$ cat src/rtl/ysyx_23060061_csr_pkg.sv
// ysyx_23060061_csr_pkg: CSR addresses, op encodings, mstatus fields and op helper
package ysyx_23060061_csr_pkg;
  localparam logic [11:0] CSR_MSTATUS   = 12'h300;
  localparam logic [11:0] CSR_MTVEC     = 12'h305;
  localparam logic [11:0] CSR_MSCRATCH  = 12'h340;
  localparam logic [11:0] CSR_MEPC      = 12'h341;
  localparam logic [11:0] CSR_MCAUSE    = 12'h342;
  localparam logic [11:0] CSR_MCYCLE    = 12'hB00;
  localparam logic [11:0] CSR_MINSTRET  = 12'hB02;
  localparam logic [11:0] CSR_MCYCLEH   = 12'hB80;
  localparam logic [11:0] CSR_MINSTRETH = 12'hB82;
  typedef enum logic [1:0] {OP_NONE = 2'b00, OP_RW = 2'b01, OP_RS = 2'b10, OP_RC = 2'b11} csr_op_e;
  localparam int MSTATUS_MIE    = 3;
  localparam int MSTATUS_MPIE   = 7;
  localparam int MSTATUS_MPP_LO = 11;
  localparam int MSTATUS_MPP_HI = 12;
  localparam int ECALL_CAUSE_DEFAULT = 11;
  function automatic logic [63:0] csr_apply(csr_op_e op, logic [63:0] old, logic [63:0] wd);
    return op == OP_RW ? wd : op == OP_RS ? (old | wd) : op == OP_RC ? (old & ~wd) : old;
  endfunction
endpackage

$ cat src/rtl/ysyx_23060061_csr_counter64.sv
// ysyx_23060061_csr_counter64: 64-bit counter with per-half writes that override increment and carry
module ysyx_23060061_csr_counter64 (
  input  logic        clk,
  input  logic        rst,
  input  logic        inc_i,
  input  logic        wr_lo_i,
  input  logic        wr_hi_i,
  input  logic [31:0] wdata_lo_i,
  input  logic [31:0] wdata_hi_i,
  output logic [63:0] cnt_o
);
  logic [31:0] lo_q, lo_d, hi_q, hi_d;
  logic        carry;
  // a written low half never wraps, so it cannot carry
  always_comb begin
    carry = inc_i && !wr_lo_i && (&lo_q);
    lo_d  = wr_lo_i ? wdata_lo_i : lo_q + {31'b0, inc_i};
    hi_d  = wr_hi_i ? wdata_hi_i : hi_q + {31'b0, carry};
  end
  // counter halves
  always_ff @(posedge clk) begin
    if (rst) begin
      lo_q <= '0;
      hi_q <= '0;
    end else begin
      lo_q <= lo_d;
      hi_q <= hi_d;
    end
  end
  assign cnt_o = {hi_q, lo_q};
endmodule

$ cat src/rtl/ysyx_23060061_csr_file.sv
// ysyx_23060061_csr_file: M-mode CSR file with trap stacking; counters gated by YSYX_23060061_CSR_COUNTERS_EN
import ysyx_23060061_csr_pkg::*;
module ysyx_23060061_csr_file #(
  parameter int XLEN        = 32,
  parameter int ECALL_CAUSE = ECALL_CAUSE_DEFAULT
) (
  input  logic            clk,
  input  logic            rst,
  input  logic            csr_en,
  input  logic [1:0]      csr_op,
  input  logic [11:0]     csr_addr,
  input  logic [XLEN-1:0] csr_wdata,
  output logic [XLEN-1:0] csr_rdata,
  output logic            csr_illegal,
  input  logic            ecall,
  input  logic            mret,
  input  logic            instr_retire,
  input  logic [31:0]     pc,
  output logic [31:0]     redirect_pc,
  output logic [XLEN-1:0] mtvec,
  output logic [XLEN-1:0] mepc
);
  logic            mie_q, mie_d, mpie_q, mpie_d;
  logic [XLEN-1:0] mtvec_q, mtvec_d, mscratch_q, mscratch_d, mepc_q, mepc_d, mcause_q, mcause_d;
  logic [63:0]     mstatus_v, rd_raw, wval, mcycle, minstret;
  logic            hit, we;
  logic            unused_bits;
`ifdef YSYX_23060061_CSR_COUNTERS_EN
  logic [31:0] whi;
  assign whi = XLEN == 64 ? wval[63:32] : wval[31:0];
  ysyx_23060061_csr_counter64 u_mcycle (
    .clk(clk), .rst(rst), .inc_i(1'b1),
    .wr_lo_i(we && csr_addr == CSR_MCYCLE),
    .wr_hi_i(we && csr_addr == (XLEN == 64 ? CSR_MCYCLE : CSR_MCYCLEH)),
    .wdata_lo_i(wval[31:0]), .wdata_hi_i(whi), .cnt_o(mcycle)
  );
  ysyx_23060061_csr_counter64 u_minstret (
    .clk(clk), .rst(rst), .inc_i(instr_retire),
    .wr_lo_i(we && csr_addr == CSR_MINSTRET),
    .wr_hi_i(we && csr_addr == (XLEN == 64 ? CSR_MINSTRET : CSR_MINSTRETH)),
    .wdata_lo_i(wval[31:0]), .wdata_hi_i(whi), .cnt_o(minstret)
  );
`else
  logic unused_retire;
  assign mcycle        = '0;
  assign minstret      = '0;
  assign unused_retire = instr_retire ^ (^mcycle) ^ (^minstret);
`endif
  // address decode and pre-update read value; the h halves exist only at XLEN=32
  always_comb begin
    mstatus_v = '0;
    mstatus_v[MSTATUS_MPP_HI:MSTATUS_MPP_LO] = 2'b11;
    mstatus_v[MSTATUS_MIE]  = mie_q;
    mstatus_v[MSTATUS_MPIE] = mpie_q;
    hit    = 1'b1;
    rd_raw = '0;
    case (csr_addr)
      CSR_MSTATUS:   rd_raw = mstatus_v;
      CSR_MTVEC:     rd_raw = 64'(mtvec_q);
      CSR_MSCRATCH:  rd_raw = 64'(mscratch_q);
      CSR_MEPC:      rd_raw = 64'(mepc_q);
      CSR_MCAUSE:    rd_raw = 64'(mcause_q);
`ifdef YSYX_23060061_CSR_COUNTERS_EN
      CSR_MCYCLE:    rd_raw = XLEN == 64 ? mcycle : {32'b0, mcycle[31:0]};
      CSR_MINSTRET:  rd_raw = XLEN == 64 ? minstret : {32'b0, minstret[31:0]};
      CSR_MCYCLEH:   begin hit = XLEN == 32; rd_raw = {32'b0, mcycle[63:32]}; end
      CSR_MINSTRETH: begin hit = XLEN == 32; rd_raw = {32'b0, minstret[63:32]}; end
`endif
      default:       hit = 1'b0;
    endcase
  end
  assign csr_illegal = csr_en && !hit;
  assign csr_rdata   = csr_illegal ? '0 : rd_raw[XLEN-1:0];
  assign we          = csr_en && csr_op != OP_NONE && hit && !ecall && !mret;
  assign wval        = csr_apply(csr_op_e'(csr_op), rd_raw, 64'(csr_wdata));
  assign redirect_pc = ecall ? mtvec_q[31:0] : mepc_q[31:0];
  assign mtvec       = mtvec_q;
  assign mepc        = mepc_q;
  assign unused_bits = ^{pc[1:0], wval};
  // next state: ecall beats mret beats CSR write
  always_comb begin
    mie_d      = ecall ? 1'b0 : mret ? mpie_q : (we && csr_addr == CSR_MSTATUS) ? wval[MSTATUS_MIE] : mie_q;
    mpie_d     = ecall ? mie_q : mret ? 1'b1 : (we && csr_addr == CSR_MSTATUS) ? wval[MSTATUS_MPIE] : mpie_q;
    mtvec_d    = (we && csr_addr == CSR_MTVEC) ? {wval[XLEN-1:2], 2'b00} : mtvec_q;
    mscratch_d = (we && csr_addr == CSR_MSCRATCH) ? wval[XLEN-1:0] : mscratch_q;
    mepc_d     = ecall ? XLEN'({pc[31:2], 2'b00}) : (we && csr_addr == CSR_MEPC) ? {wval[XLEN-1:2], 2'b00} : mepc_q;
    mcause_d   = ecall ? XLEN'(ECALL_CAUSE) : (we && csr_addr == CSR_MCAUSE) ? wval[XLEN-1:0] : mcause_q;
  end
  // architectural CSR registers
  always_ff @(posedge clk) begin
    if (rst) begin
      mie_q      <= 1'b0;
      mpie_q     <= 1'b0;
      mtvec_q    <= '0;
      mscratch_q <= '0;
      mepc_q     <= '0;
      mcause_q   <= '0;
    end else begin
      mie_q      <= mie_d;
      mpie_q     <= mpie_d;
      mtvec_q    <= mtvec_d;
      mscratch_q <= mscratch_d;
      mepc_q     <= mepc_d;
      mcause_q   <= mcause_d;
    end
  end
endmodule

$ cat config.mk
export PLATFORM = sky130hd
export DESIGN_NAME = ysyx_23060061_csr_file
export DESIGN_NICKNAME = d
export VERILOG_FILES = /design/src/rtl/ysyx_23060061_csr_pkg.sv /design/src/rtl/ysyx_23060061_csr_counter64.sv /design/src/rtl/ysyx_23060061_csr_file.sv
export SDC_FILE = /design/constraint.sdc
export NUM_CORES = 1
export LEC_CHECK = 0
export ABC_AREA = 1
export CAP_MARGIN = 20
export CORE_AREA = 2 2 158 160
export DETAILED_ROUTE_END_ITERATION = 6
export DIE_AREA = 0 0 160 162
export GPL_ROUTABILITY_DRIVEN = 0
export GPL_TIMING_DRIVEN = 0
export PLACE_DENSITY = 0.54
export SLEW_MARGIN = 20
export SYNTH_ARGS = -nofsm -noshare
export SYNTH_HDL_FRONTEND = slang
export SYNTH_SLANG_ARGS = --single-unit
$ cat constraint.sdc
create_clock -name clk -period 2.6 [get_ports clk]
set_clock_uncertainty 0.2 [all_clocks]
set_input_delay 0.52 -clock clk [delete_from_list [all_inputs] [get_ports clk]]
set_output_delay 0.52 -clock clk [all_outputs]
set_load 0.03 [all_outputs]
* Word level (Yosys, flattened, before mapping)
Index checks and enable logic that the tools add are counted.
W data, S select, Z words.
** Operators by class
- Reductions and logical operators :: 20
- Bitwise gates (word level) :: 3
- Equal/unequal tests :: 8
- Mux-type cells :: 16
** Operator list (count)
- $mux W32 :: 7
- $pmux W32 S5 :: 1
- $eq A12 B10 Y1 const B :: 5
- $and A32 B32 Y32 :: 1
- $not A32 Y32 :: 1
- $or A32 B32 Y32 :: 1
- $logic_and A1 B1 Y1 :: 10
- $mux W4 :: 2
- $reduce_bool A2 Y1 :: 4
- $mux W1 :: 6
- $reduce_or A5 Y1 :: 1
- $eq A2 B2 Y1 const B :: 2
- $logic_not A1 Y1 :: 3
- $reduce_bool A3 Y1 :: 1
- $eq A2 B1 Y1 const B :: 1
- $reduce_or A2 Y1 :: 1
** Storage, ports and cells
- Flip-flop bits (word level) :: 126
- Output and inout bits :: 129
- Input bits :: 84
- Logic and storage cells :: 54

* Logic depth before layout (Yosys ltp)
- Word-level depth :: 10
- Mapped depth :: 14
- Gate-level depth less buffers :: 13

* Worst setup path before layout
OpenSTA, ideal clock, no wires.
- Kind :: input -> output
- Start :: input csr_addr[9]
- End :: output csr_rdata[11]
- Arrival :: 1.807 ns
- Path buffers :: 2
- Stages on the path :: 6
- Setup slack :: 0.073 ns
- Required time :: 1.880 ns
- Cells stage by stage :: nand2_1 > nor2_2 > nand3_1 > buf_4 > buf_6 > o2111ai_1
** Between the ends
- Cells in the longest elaborated chain, start to end :: 6
- Elaborated cells on any way between the ends :: 11
- Classes of those cells :: 5 x eq/ne; 3 x mux; 3 x reduce/logical
** RTL lines
- start, declared :: RTL line ysyx_23060061_csr_file.sv:11 : input logic [11:0] csr_addr,
- $eq A12 B10 Y1 :: RTL line ysyx_23060061_csr_file.sv:57 : case (csr_addr)
- $reduce_or A5 Y1 (no line)
- $mux W1 :: RTL line ysyx_23060061_csr_file.sv:57
- $logic_not A1 Y1 :: RTL line ysyx_23060061_csr_file.sv:72 : assign csr_illegal = csr_en && !hit;
- $logic_and A1 B1 Y1 :: RTL line ysyx_23060061_csr_file.sv:72
- $mux W32 * :: RTL line ysyx_23060061_csr_file.sv:73 : assign csr_rdata = csr_illegal ? '0 : rd_raw[XLEN-1:0];
- end, declared :: RTL line ysyx_23060061_csr_file.sv:13 : output logic [XLEN-1:0] csr_rdata,
Mark *: on every way between the ends. The rest lies on a longest branch, timed or not.

* Worst setup path in the final report
- Start :: input csr_addr[9]
- End :: output csr_rdata[13]
The elaborated chain is that of the path after synthesis.

==> metrics.md <==
| Metric | Value |
|---|---|
| Post-route clock period utilization | `0.9910` |
| CTS sink cnt | `126` |
| Crit-path leading delay family | `simple AND/OR/NAND/NOR gates` |
| Post-DP HPWL | `21.89 mm` |
| Worst-Margin Slew | `0.7726 ns` |
| CTS root buffer | `clkbuf_16` |
| Width of the die | `160 microns` |
| Placed cell area | `9565 sq um` |
| Starting density of the core | `0.2958` |
| Number of buffers created by CTS | `17` |
| Fin. Hold Viols | `0` |
| Gate power share | `0.137` |
| Area grow syn2layout | `58.85%` |
| Main synth FF type | `dfxtp_1` |
| Hold WC Path Type | `flip-flop to flip-flop` |
| Final setup viols | `0` |
| Maxcap violations | `0` |
| Clk pwr share | `0.466` |
| WL per Instance | `19.25 microns` |
| Synth area leaders | `dfxtp_1, nand2_1, nor2_1` |
| Critical path's slowest cell | `or2_4` |
| Outcome | `finished clean` |
| Clock Pin Slew Worst Setup and Hold Paths | `0.05 ns` |
| Synth top area share | `0.3538` |
| Cells along the critical path | `buf_2 > nand2_4 > inv_2 > nand2_4 > buf_6 > nor2_4 > nand2_4 > clkinv_8 > buf_12 > nand2_1 > nand2_2 > or2_4 > buf_6` |
| Fin area | `11320 sq um` |
| Kind of critical path | `input pin to output pin` |
| Critical path's largest stage delay | `0.26 ns` |
| Die area | `~26000 sq um` |
| TritonCTS clock tree | `done` |
| Net Switching | `approximately 1.4 mW` |
| Hold_buf cts | `0` |
| WP buf/inv | `6` |
| Critical path capture point type | `output pin` |
| Layout cells sized above 1 | `0.2526` |
| Flops & latches, synth | `126` |
| Max Fclk | `slightly below 400 MHz` |
| Core Region | `24110 sq um` |
| # rows | `57` |
| First-pass GRT wire length | `around 48 mm` |
| Worst VDD drop | `418.1 uV` |
| Pint | `3.682 mW` |
| Post-route insts no fill | `around 1700` |
| Vias/cell | `~5.0` |
| Ys Warns | `0` |
| Htree depth | `4` |
| Mapped Area | `slightly above 7000 sq um` |
| Port Buffers | `around 200` |
| Post-DRT Antenna Nets | `0` |
| Switch share | `0.2688` |
| Die height | `162 microns` |
| Tot GR Track Use | `0.2422` |
| Sequential power share | `0.397` |
| Data required time of the critical path | `1.88 ns` |
| Layout Nets | `1438` |
| Total global routing overflow | `0` |
| Placed cell count | `1608` |
| Synth Instances | `about 1100` |
| Mapped Avg Cell Area | `6.613 sq um` |
| Number of remaining DRC errors | `0` |
| Drt initial violations | `644` |
| Skew-Pair Late Insertion Delay | `about 0.43 ns` |
| Pwr/cell area | `444.6 nW/um^2` |
| Fin crit period | `2.577 ns` |
| I/O pin total | `around 210` |
| Register area share after synthesis | `0.3538` |
| Wirelength, routed | `32.54 mm` |
| Post-synth top area cell | `dfxtp_1` |
| Initial antenna violation count | `1` |
| Slew headroom | `0.4849` |
| Leak Pwr | `5.045 nW` |
| Largest net degree at the start of global routing | `17` |
| Vias post-DR | `8513` |
| Worst Setup Start Kind | `input pin` |
| RSZ-0062 raised after global routing | `true` |
| Power, Total | `5.035 mW` |
| EDFF count, synth | `0` |
| Post-synth cell types | `37` |
| Asr flop ratio synth | `0` |
| Worst path most repeated cell | `nand2_4` |
| Vias in the first global route | `8237` |
| Final Max Slew Viols | `0` |
| Crit path max fanout | `10` |
| Bufs on Longest Clock Path | `2` |
| Drt first pass iters | `5` |
| Crit path DAT | `between 1.5 and 2 ns` |
-- path summary, 6_finish.rpt --
check,from,end,slack [ns],cells past startpoint
setup / recovery,csr_addr[9],csr_rdata[13],0.02,13
setup reg to reg,mepc[30],mepc[30],0.64,12
hold reg to reg,mcause_q[0],mcause_q[0],0.27,1
hold / removal,mcause_q[0],mcause_q[0],0.27,1
-- cell families after synthesis --
logic type / synth area share
compound gates: 0.2536
simple gates: 0.2943
buf+inv: 0.09775
flops: 0.3538
other cells: 0.0005260
-- cell usage after synthesis, types with 17 or more instances --
cell / count
nand3_1: 21
nand2_1: 245
dfxtp_1: 126
a21oi_1: 37
buf_4: 17
a22oi_1: 29
or2_2: 27
o21ai_1: 88
inv_1: 45
nor2_1: 193
o211ai_1: 29
o21ai_2: 19
o21ai_0: 100
clkbuf_1: 32
-- layer usage --
metal / track usage / vias to the layer above / routed length [microns]
li1: - / 4103 / -
met4: 0.08436 / 0 / 791
met2: 0.3932 / 381 / 15070
met5: 0 / - / 0
met3: 0.05695 / 56 / 2663
met1: 0.3164 / 3973 / 14020
-- cell usage in the layout (no fill, tap or decap), types with 29 or more instances in the layout --
master             n
a21oi_1           36
o21ai_0           93
nand2_1          198
dfxtp_1          126
o21ai_1           86
a22oi_1           29
buf_4             45
clkdlybuf4s50_1  126
nand2_2           36
o211ai_1          29
inv_1             37
buf_6             55
nor2_1           188
-- power by group through the flow --
stage	combinational (mW)	sequential (mW)	clock, mW
2_1_floorplan	0.277	2.08	0
3_3_place_gp	0.658	2.04	0
3_5_place_dp	0.657	2.04	0
4_1_cts	0.667	2.00	2.36
5_1_grt	0.728	2.00	2.44
6_report	0.688	2.00	2.35
-- sequential cells by signal, summed over array words and instances, names as in the netlist --
name        count
mepc           30
mpie_q          1
mscratch_q     32
mcause_q       32
mtvec          30
mie_q           1
-- metrics by stage --
stage          setup TNS, ns  utilization  worst slack, ns  hold slack, ns
3_3_place_gp          -90.27       0.3968           -1.168          0.2507
5_1_grt              -0.1543       0.4697         -0.02050          0.2837
2_1_floorplan              0            -          0.07347          0.2409
6_report                   0       0.4698          0.02348          0.2707
3_5_place_dp          -89.93       0.3968           -1.128          0.2589
4_1_cts             -0.02435       0.4584         -0.02065          0.2716
-- worst register-to-register path, delay by kind of cell (launching register included) --
kind,cells,cell delay [ns]
flops,1,0.34
buf+inv,6,0.75
compound gates,2,0.19
simple gates,4,0.32
-- area by class of cell --
cell class / instances / area (sq um)
Tap cell: 324 / 405.4
Timing Repair Buffer: 253 / 2600
Sequential cell: 126 / 2522
Clock inverter: 8 / 90.09
Fill cell: 2510 / 12780
Multi-Input combinational cell: 821 / 4357
Antenna cell: 1 / 2.502
Clock buffer: 23 / 467.9
Inverter: 59 / 259.0
Buffer: 76 / 620.6
-- what timing repair did --
action / 4_1_cts / 5_1_grt
setup buffers: 35 / 10
setup endpoints to repair: 63 / 95
hold endpoints to repair: 0 / 0
gates cloned: 8 / 1
pin swaps: 31 / 36
gates resized for setup: 501 / 91
(Power assumes the default switching activity.)
